[config.mk]
export PLATFORM = sky130hd
export DESIGN_NAME = jtcps2_objdma
export DESIGN_NICKNAME = d
export VERILOG_FILES = /design/src/rtl/jtcps2_objdma.sv
export SDC_FILE = /design/constraint.sdc
export NUM_CORES = 1
export LEC_CHECK = 0
export ABC_AREA = 1
export ABC_CLOCK_PERIOD_IN_PS = 1300
export CAP_MARGIN = 20
export CORE_ASPECT_RATIO = 1.75
export CORE_MARGIN = 2
export CORE_UTILIZATION = 35
export DETAILED_ROUTE_END_ITERATION = 12
export PLACE_DENSITY = 0.64
export SYNTH_ARGS = -nofsm -noshare
export SYNTH_HDL_FRONTEND = slang
export SYNTH_SLANG_ARGS = --single-unit
[constraint.sdc]
create_clock -name clk -period 1.3 [get_ports clk]
set_input_delay 0.195 -clock clk [delete_from_list [all_inputs] [get_ports clk]]
set_output_delay 0.195 -clock clk [all_outputs]
set_load 0.005 [all_outputs]
[src/rtl/jtcps2_objdma.sv]
// jtcps2_objdma: object-table DMA, copies the active object RAM bank into the OBJ table at VBLANK.
// Ports: clk/rstn (async active-low), cen (state-change enable), LVBL (active-low vblank),
// obank (bank select), busreq/busack (68000 bus arbitration), ram_cs/ram_addr/ram_data/ram_ok
// (object RAM read port), tbl_we/tbl_addr/tbl_din (OBJ table write port), busy (request to
// release), obj_cnt (words written by the last transfer).
// Optional macro JTCPS2_OBJDMA_TIMEOUT_EN adds a REQ timeout and a sticky timeout output.
module jtcps2_objdma #(
    parameter int WORDS = 1024,
    parameter int AW    = 10
) (
    input  logic          clk,
    input  logic          rstn,
    input  logic          cen,
    input  logic          LVBL,
    input  logic          obank,
    output logic          busreq,
    input  logic          busack,
    output logic          ram_cs,
    output logic [12:0]   ram_addr,
    input  logic [15:0]   ram_data,
    input  logic          ram_ok,
    output logic          tbl_we,
    output logic [AW-1:0] tbl_addr,
    output logic [15:0]   tbl_din,
    output logic          busy,
    output logic [AW:0]   obj_cnt
`ifdef JTCPS2_OBJDMA_TIMEOUT_EN
    ,
    output logic          timeout
`endif
);

    typedef enum logic [2:0] {IDLE, REQ, READ, WRITE, DONE} state_t;

    state_t        st;
    logic          lvbl_l, pending, bank_lat, armed, last;
    logic [AW-1:0] idx;
    logic          marker;
`ifdef JTCPS2_OBJDMA_TIMEOUT_EN
    logic [7:0]    tmr;
`endif

    // End-of-list word: second word of an object with 0xFF in its high byte
    assign marker = idx[1:0] == 2'b01 && ram_data[15:8] == 8'hFF;

    always_ff @(posedge clk or negedge rstn) begin
        if (!rstn) begin
            st       <= IDLE;
            lvbl_l   <= 1'b0;
            pending  <= 1'b0;
            bank_lat <= 1'b0;
            armed    <= 1'b0;
            last     <= 1'b0;
            idx      <= '0;
            busreq   <= 1'b0;
            ram_cs   <= 1'b0;
            ram_addr <= '0;
            tbl_we   <= 1'b0;
            tbl_addr <= '0;
            tbl_din  <= '0;
            busy     <= 1'b0;
            obj_cnt  <= '0;
`ifdef JTCPS2_OBJDMA_TIMEOUT_EN
            tmr      <= '0;
            timeout  <= 1'b0;
`endif
        end else begin
            lvbl_l <= LVBL;
            tbl_we <= 1'b0;
            if (lvbl_l && !LVBL && !busy) pending <= 1'b1;
            // Read strobe is held through the table write clock, then released
            if (st == WRITE) ram_cs <= 1'b0;
            if (cen) begin
                case (st)
                    IDLE: if (pending) begin
                        st       <= REQ;
                        pending  <= 1'b0;
                        bank_lat <= obank;
                        busreq   <= 1'b1;
                        busy     <= 1'b1;
`ifdef JTCPS2_OBJDMA_TIMEOUT_EN
                        tmr      <= '0;
`endif
                    end
                    REQ: begin
                        if (busack) begin
                            st       <= READ;
                            idx      <= '0;
                            ram_cs   <= 1'b1;
                            ram_addr <= {bank_lat, 12'd0};
                            armed    <= 1'b0;
                        end
`ifdef JTCPS2_OBJDMA_TIMEOUT_EN
                        else if (tmr == 8'd254) begin
                            st      <= IDLE;
                            busreq  <= 1'b0;
                            busy    <= 1'b0;
                            timeout <= 1'b1;
                        end else tmr <= tmr + 8'd1;
`endif
                    end
                    READ: begin
                        // armed skips the first cen so a stale ok from the previous word is not taken
                        if (!busack) begin
                            st      <= DONE;
                            busreq  <= 1'b0;
                            ram_cs  <= 1'b0;
                            obj_cnt <= (AW+1)'(idx);
                        end else if (!armed) armed <= 1'b1;
                        else if (ram_ok) begin
                            st       <= WRITE;
                            tbl_we   <= 1'b1;
                            tbl_addr <= idx;
                            tbl_din  <= ram_data;
                            last     <= marker || idx == AW'(WORDS-1);
                        end
                    end
                    WRITE: begin
                        if (!busack || last) begin
                            st      <= DONE;
                            busreq  <= 1'b0;
                            ram_cs  <= 1'b0;
                            obj_cnt <= (AW+1)'(idx) + (AW+1)'(1);
                        end else begin
                            st       <= READ;
                            idx      <= idx + AW'(1);
                            ram_cs   <= 1'b1;
                            ram_addr <= {bank_lat, 12'(idx + AW'(1))};
                            armed    <= 1'b0;
                        end
                    end
                    DONE: if (!busack) begin
                        st   <= IDLE;
                        busy <= 1'b0;
                    end
                    default: st <= IDLE;
                endcase
            end
        end
    end

endmodule
; ---- Word level (Yosys, flattened, before mapping)
; Index checks and enable logic that the tools add are counted.
[classes]
n_addsub = 3
multipliers = 0
n_div = 0
n_lt_le_gt_ge = 0
n_eq_ne = 16
n_shift = 0
n_mux = 41
bitwise_logic = 0
reduce_logical = 22
[op_table]
columns = cell, n
row1 = 13-bit two-way mux, 2
row2 = 13-bit one-hot mux with 2 select lines, 1
row3 = "10-bit by 1-bit adder with 11-bit output, second input constant", 2
row4 = 11-bit two-way mux, 2
row5 = 11-bit one-hot mux with 2 select lines, 1
row6 = 3-bit two-way mux, 7
row7 = 1-bit two-way mux, 20
row8 = 10-bit two-way mux, 2
row9 = 10-bit one-hot mux with 2 select lines, 1
row10 = 3-bit one-hot mux with 5 select lines, 1
row11 = 5-bit AND reduction, 3
row12 = "2-bit inequality test, second input constant", 6
row13 = 4-bit AND reduction, 3
row14 = "10-bit by 1-bit adder with 10-bit output, second input constant", 1
row15 = "10-bit == test, second input constant", 1
row16 = 1-bit one-hot mux with 3 select lines, 3
row17 = "8-bit == test, second input constant", 1
row18 = "3-bit by 2-bit == test with 1-bit output, second input constant", 2
row19 = "3-bit inequality test, second input constant", 2
row20 = 6-bit AND reduction, 1
row21 = 2-bit nonzero test, 3
row22 = 3-bit nonzero test, 2
row23 = "3-bit by 1-bit == test with 1-bit output, second input constant", 1
row24 = "3-bit == test, second input constant", 1
row25 = other kinds (8), 13
[totals]
ff_bits = 72
latchBits = 0
mem_bits_rw = 0
mem_bits_ro = 0
inputBits = 23
output_inout_bits = 54
mem_count = 0

; ---- Depth between registers and ports, before layout
[depth]
ltp_word = 7
depth_mapped = 9

; ---- Worst setup path before layout
; OpenSTA, ideal clock, no wires.
[synth_path]
path_type = register to register
from = register st[2]
to = register tbl_addr[7]
arrival_ps = 1246
setup_slack_ps = -67
stages_incl_launch_ff = 8
cell_sequence = dfrtp_1 -> inv_2 -> nand2_4 -> nor3_4 -> nand4_4 -> buf_2 -> nand2_1 -> o21ai_1
[synth_via]
elab_chain_len = 2
[synth_rtl]
columns = element, line_no
row1 = from (decl), 35  ; state_t st;
row2 = from (signal assigned), 48  ; st <= IDLE;
row3 = from (signal assigned), 76  ; st <= REQ;
row4 = from (signal assigned), 87  ; st <= READ;
row5 = 3-bit by 2-bit == test with 1-bit output, 74  ; case (st)
row6 = 5-bit AND reduction (no source line), n/a
row7 = to (signal assigned), 113  ; tbl_addr <= idx;
row8 = to (decl), 23  ; output logic [AW-1:0] tbl_addr,
; Every way passes these cells.
; A chain may end at the register's enable or synchronous reset.

; ---- Worst setup path after layout
[layout_path]
from = register idx[1]
to = register last
[layout_via]
elab_chain_len = 3
word_cells_on_any_way = 4
cone_classes = 2 x eq/ne / 2 x reduce/logical
[layout_rtl]
columns = element, line_no
row1 = from (decl), 37  ; logic [AW-1:0] idx;
row2 = from (signal assigned), 126  ; idx <= idx + AW'(1);
row3 = branches (longest 2 deep; another with 10-bit == test), n/a
row4 = 1-bit logical OR (*), 115  ; last <= marker || idx == AW'(WORDS-1);
row5 = to (signal assigned), 115
row6 = to (decl), 36  ; logic lvbl_l, pending, bank_lat, armed, last;
; Mark *: on every way between the ends.

==> flow_summary.yaml <==
floorplan:
  die_w_um: 71.5
  initial_core_util_pct: 35.5
  core_um2: 7860
  rows: 43
  die_h_um: 122
  die_area_um2: 8730
  ios: 77
yosys:
  synth_top_area_cell: "dfrtp_1"
  syn_nets: 360
  yosysMostFrequentCell: "nand2_1"
  async_flop_share_pct: 100
  ys.flop_type: "dfrtp_1"
  synth_area_um2: 2790
  synth_top_area_share_pct: 54.7
  avgSynthCellArea_um2: 8.35
  synth_cell_type_count: 26
  synth_commonest_cells: "nand2_1 (132), dfrtp_1 (61), inv_1 (24)"
  synth-edff-count: 0
  synth_cells: 334
  synth_area_leaders: "dfrtp_1 (55%), nand2_1 (18%), a21oi_1 (3.2%)"
  ys_seq_area_share_pct: 54.7
  ys_ff_latch: 61
  yosysWarnings: 0
cts:
  insertion_delay_ns: 0.32
  cts_buffers: 9
  clk_pin_slew_worst_paths_ns: 0.05
  clkSinkCount: 61
  cts_buffer_depth: 2
  cts-root-buf: "clkbuf_16"
  h-tree-depth: 3
  cts_tree: "yes"
grt:
  grt_pass1_vias: 2821
  grt_max_degree: 62
  gr-total-overflow: 0
  grt_use_total_pct: 19.3
  antenna_found_initial: 0
  grt_first_pass_wirelength_um: 12900
run:
  cap_viol_max_count: 0
cells_and_area:
  syn_to_final_growth_pct: 70.6
  final_cells: 566
  final.fill_count: 671
  diodes: 0
  drive_gt1_share_pct: 34.5
  fin_area_um2: 4760
  nNetsFinal: 497
setup_path:
  worst-path-max-fanout: 4
  crit_chain: "ha_2, nand2_2, nor2_4, nand4_1, buf_4, nand2_2, nand2_1, nand2_1"
  cp-end-kind: "flop"
  critPathMaxStageDelay_ns: 0.39
  crit_buf_inv: 1
  crit_family: "simple AND/OR/NAND/NOR gates"
  critPathKind: "reg -> reg"
  cp.required_ns: 1.56
  cpMaxStageDelayCell: "dfrtp_1"
  worstSetupStartpointType: "flop"
  cp.arrival_ns: 1.74
routing:
  drt_iter0_drc: 101
  drc: 0
  wl_per_cell_um: 14.9
  viasPerCell: 4.98
  postRouteAntennaNets: 0
  vias: 2819
  finalWirelength_um: 8410
  firstDrtPassIters: 4
sta:
  timing.hold.ws_ns: 0.358
  period_share_pct: 114
  maxSlewViolCount: 0
  rsz0062_at_grt: "yes"
  period_minus_slack_ns: 1.48
  hold_violations: 0
  setup_viol: 49
  layout_setup_ws_ns: -0.180
  skew_ns: 0.00541
  clock.fmax_mhz: 676
place:
  dp.cells: 526
  place_congestion: 0.898
  post_dp_cell_area_um2: 3950
  dpl.hpwl_um: 5110
  io_buffer_count: 75
power:
  power_mw: 8.58
  peakVddDrop_uv: 1350
  p_leak_nw: 2.45
  p_per_area_nw_per_um2: 1800
status:
  violations: "negative setup slack"
  status: "complete, but fails checks"
worst_hold_path:
  hp-class: "in -> reg"
==> cell type report <==
| type | count | area, µm² | area share, % |
|---|---|---|---|
| clock buffers | 12 | 256 | 5.39 |
| clock inverters | 4 | 70.1 | 1.47 |
| inverters | 26 | 97.6 | 2.05 |
| multi-input cells | 235 | 1410 | 29.5 |
| flip-flops and latches | 61 | 1530 | 32.1 |
| well taps | 90 | 113 | 2.37 |
| repair buffers | 138 | 1290 | 27.0 |
==> flip-flops by register name, summed over array words and instances (netlist names), 3 cells and up <==
signal and count:
tbl_din 16, obj_cnt 11, tbl_addr 10, idx 9, ram_addr 3, st 3
==> kinds of logic after synthesis <==
family	Yosys count	share of synthesized area (%)
AOI/OAI and AO/OA	49	9.78
adders and majority gates	3	1.35
buffers and inverters	38	6.32
DFF	61	54.7
other	1	0.134
and+or+nand+nor	182	27.7
==> power by group <==
group          switching [mW]  internal, mW
registers               0.340          2.43
clock network           0.809          1.77
logic                    1.62          1.61
==> per-layer routing <==
layer  GRT usage (%)  part of all wire (%)
met1            21.1                    39
met3            3.89                   4.7
met5               0                     0
met4            13.0                   4.5
met2            32.9                    52
==> placed cells by master, fill, tap and decap left out, types with 3 or more instances in the layout <==
cell             count
o21ai_2             11
clkdlybuf4s50_1     21
buf_12               6
dfrtp_1             58
inv_2                7
nand3_1              5
a21oi_2             11
nor2_2               9
buf_6                7
nand2_1            109
nand3_2              5
nand3_4              4
nand2_2             13
clkdlybuf4s15_1      4
a21oi_1              7
o21ai_0              4
buf_4               48
nor2_1              10
nand4_1              6
inv_1               19
clkbuf_16            9
nand2_4             11
nor2_4               5
o21ai_1             13
dlygate4sd2_1       48
dfrtp_2              3
==> path summary, 6_finish.rpt <==
kind / startpoint / slack [ns] / endpoint / depth (start not counted)
max: idx[1]$_DFFE_PN0P_ / -0.18 / last$_DFFE_PN0P_ / 8
min: LVBL / 0.36 / lvbl_l$_DFF_PN0_ / 1
max reg2reg: idx[1]$_DFFE_PN0P_ / -0.18 / last$_DFFE_PN0P_ / 8
min reg2reg: tbl_din[1]$_DFFE_PN0P_ / 0.47 / tbl_din[1]$_DFFE_PN0P_ / 2
max in group asynchronous: rstn / 0.59 / idx[8]$_DFFE_PN0P_ / 3
min in group asynchronous: rstn / 0.40 / st[0]$_DFFE_PN0P_ / 3
==> metrics by stage <==
stage	utilization [%]	TNS [ns]	setup WS [ns]
after global routing	60.6	-7.49	-0.237
after global placement	50.3	-12.86	-0.254
after detailed placement	50.3	-14.08	-0.305
after CTS	57.9	-3.12	-0.110
final	60.6	-3.74	-0.180
after floorplan	-	-2.02	-0.0618
==> worst register-to-register path: stages, from the launching register on <==
cell	delay (ns)
dfrtp_1	0.39
ha_2	0.23
nand2_2	0.08
nor2_4	0.13
nand4_1	0.23
buf_4	0.22
nand2_2	0.04
nand2_1	0.04
nand2_1	0.05
==> timing repair <==
| item | 4_1_cts | 5_1_grt |
|---|---|---|
| endpoints found under the hold margin | 61 | 0 |
| pin swaps | 8 | 30 |
| gates resized for setup | 99 | 67 |
| hold buffers | 1 | 0 |
| cloned | 2 | 0 |
| setup endpoints to repair | 112 | 60 |
| setup buffers | 18 | 6 |
(Power assumes the default switching activity.)
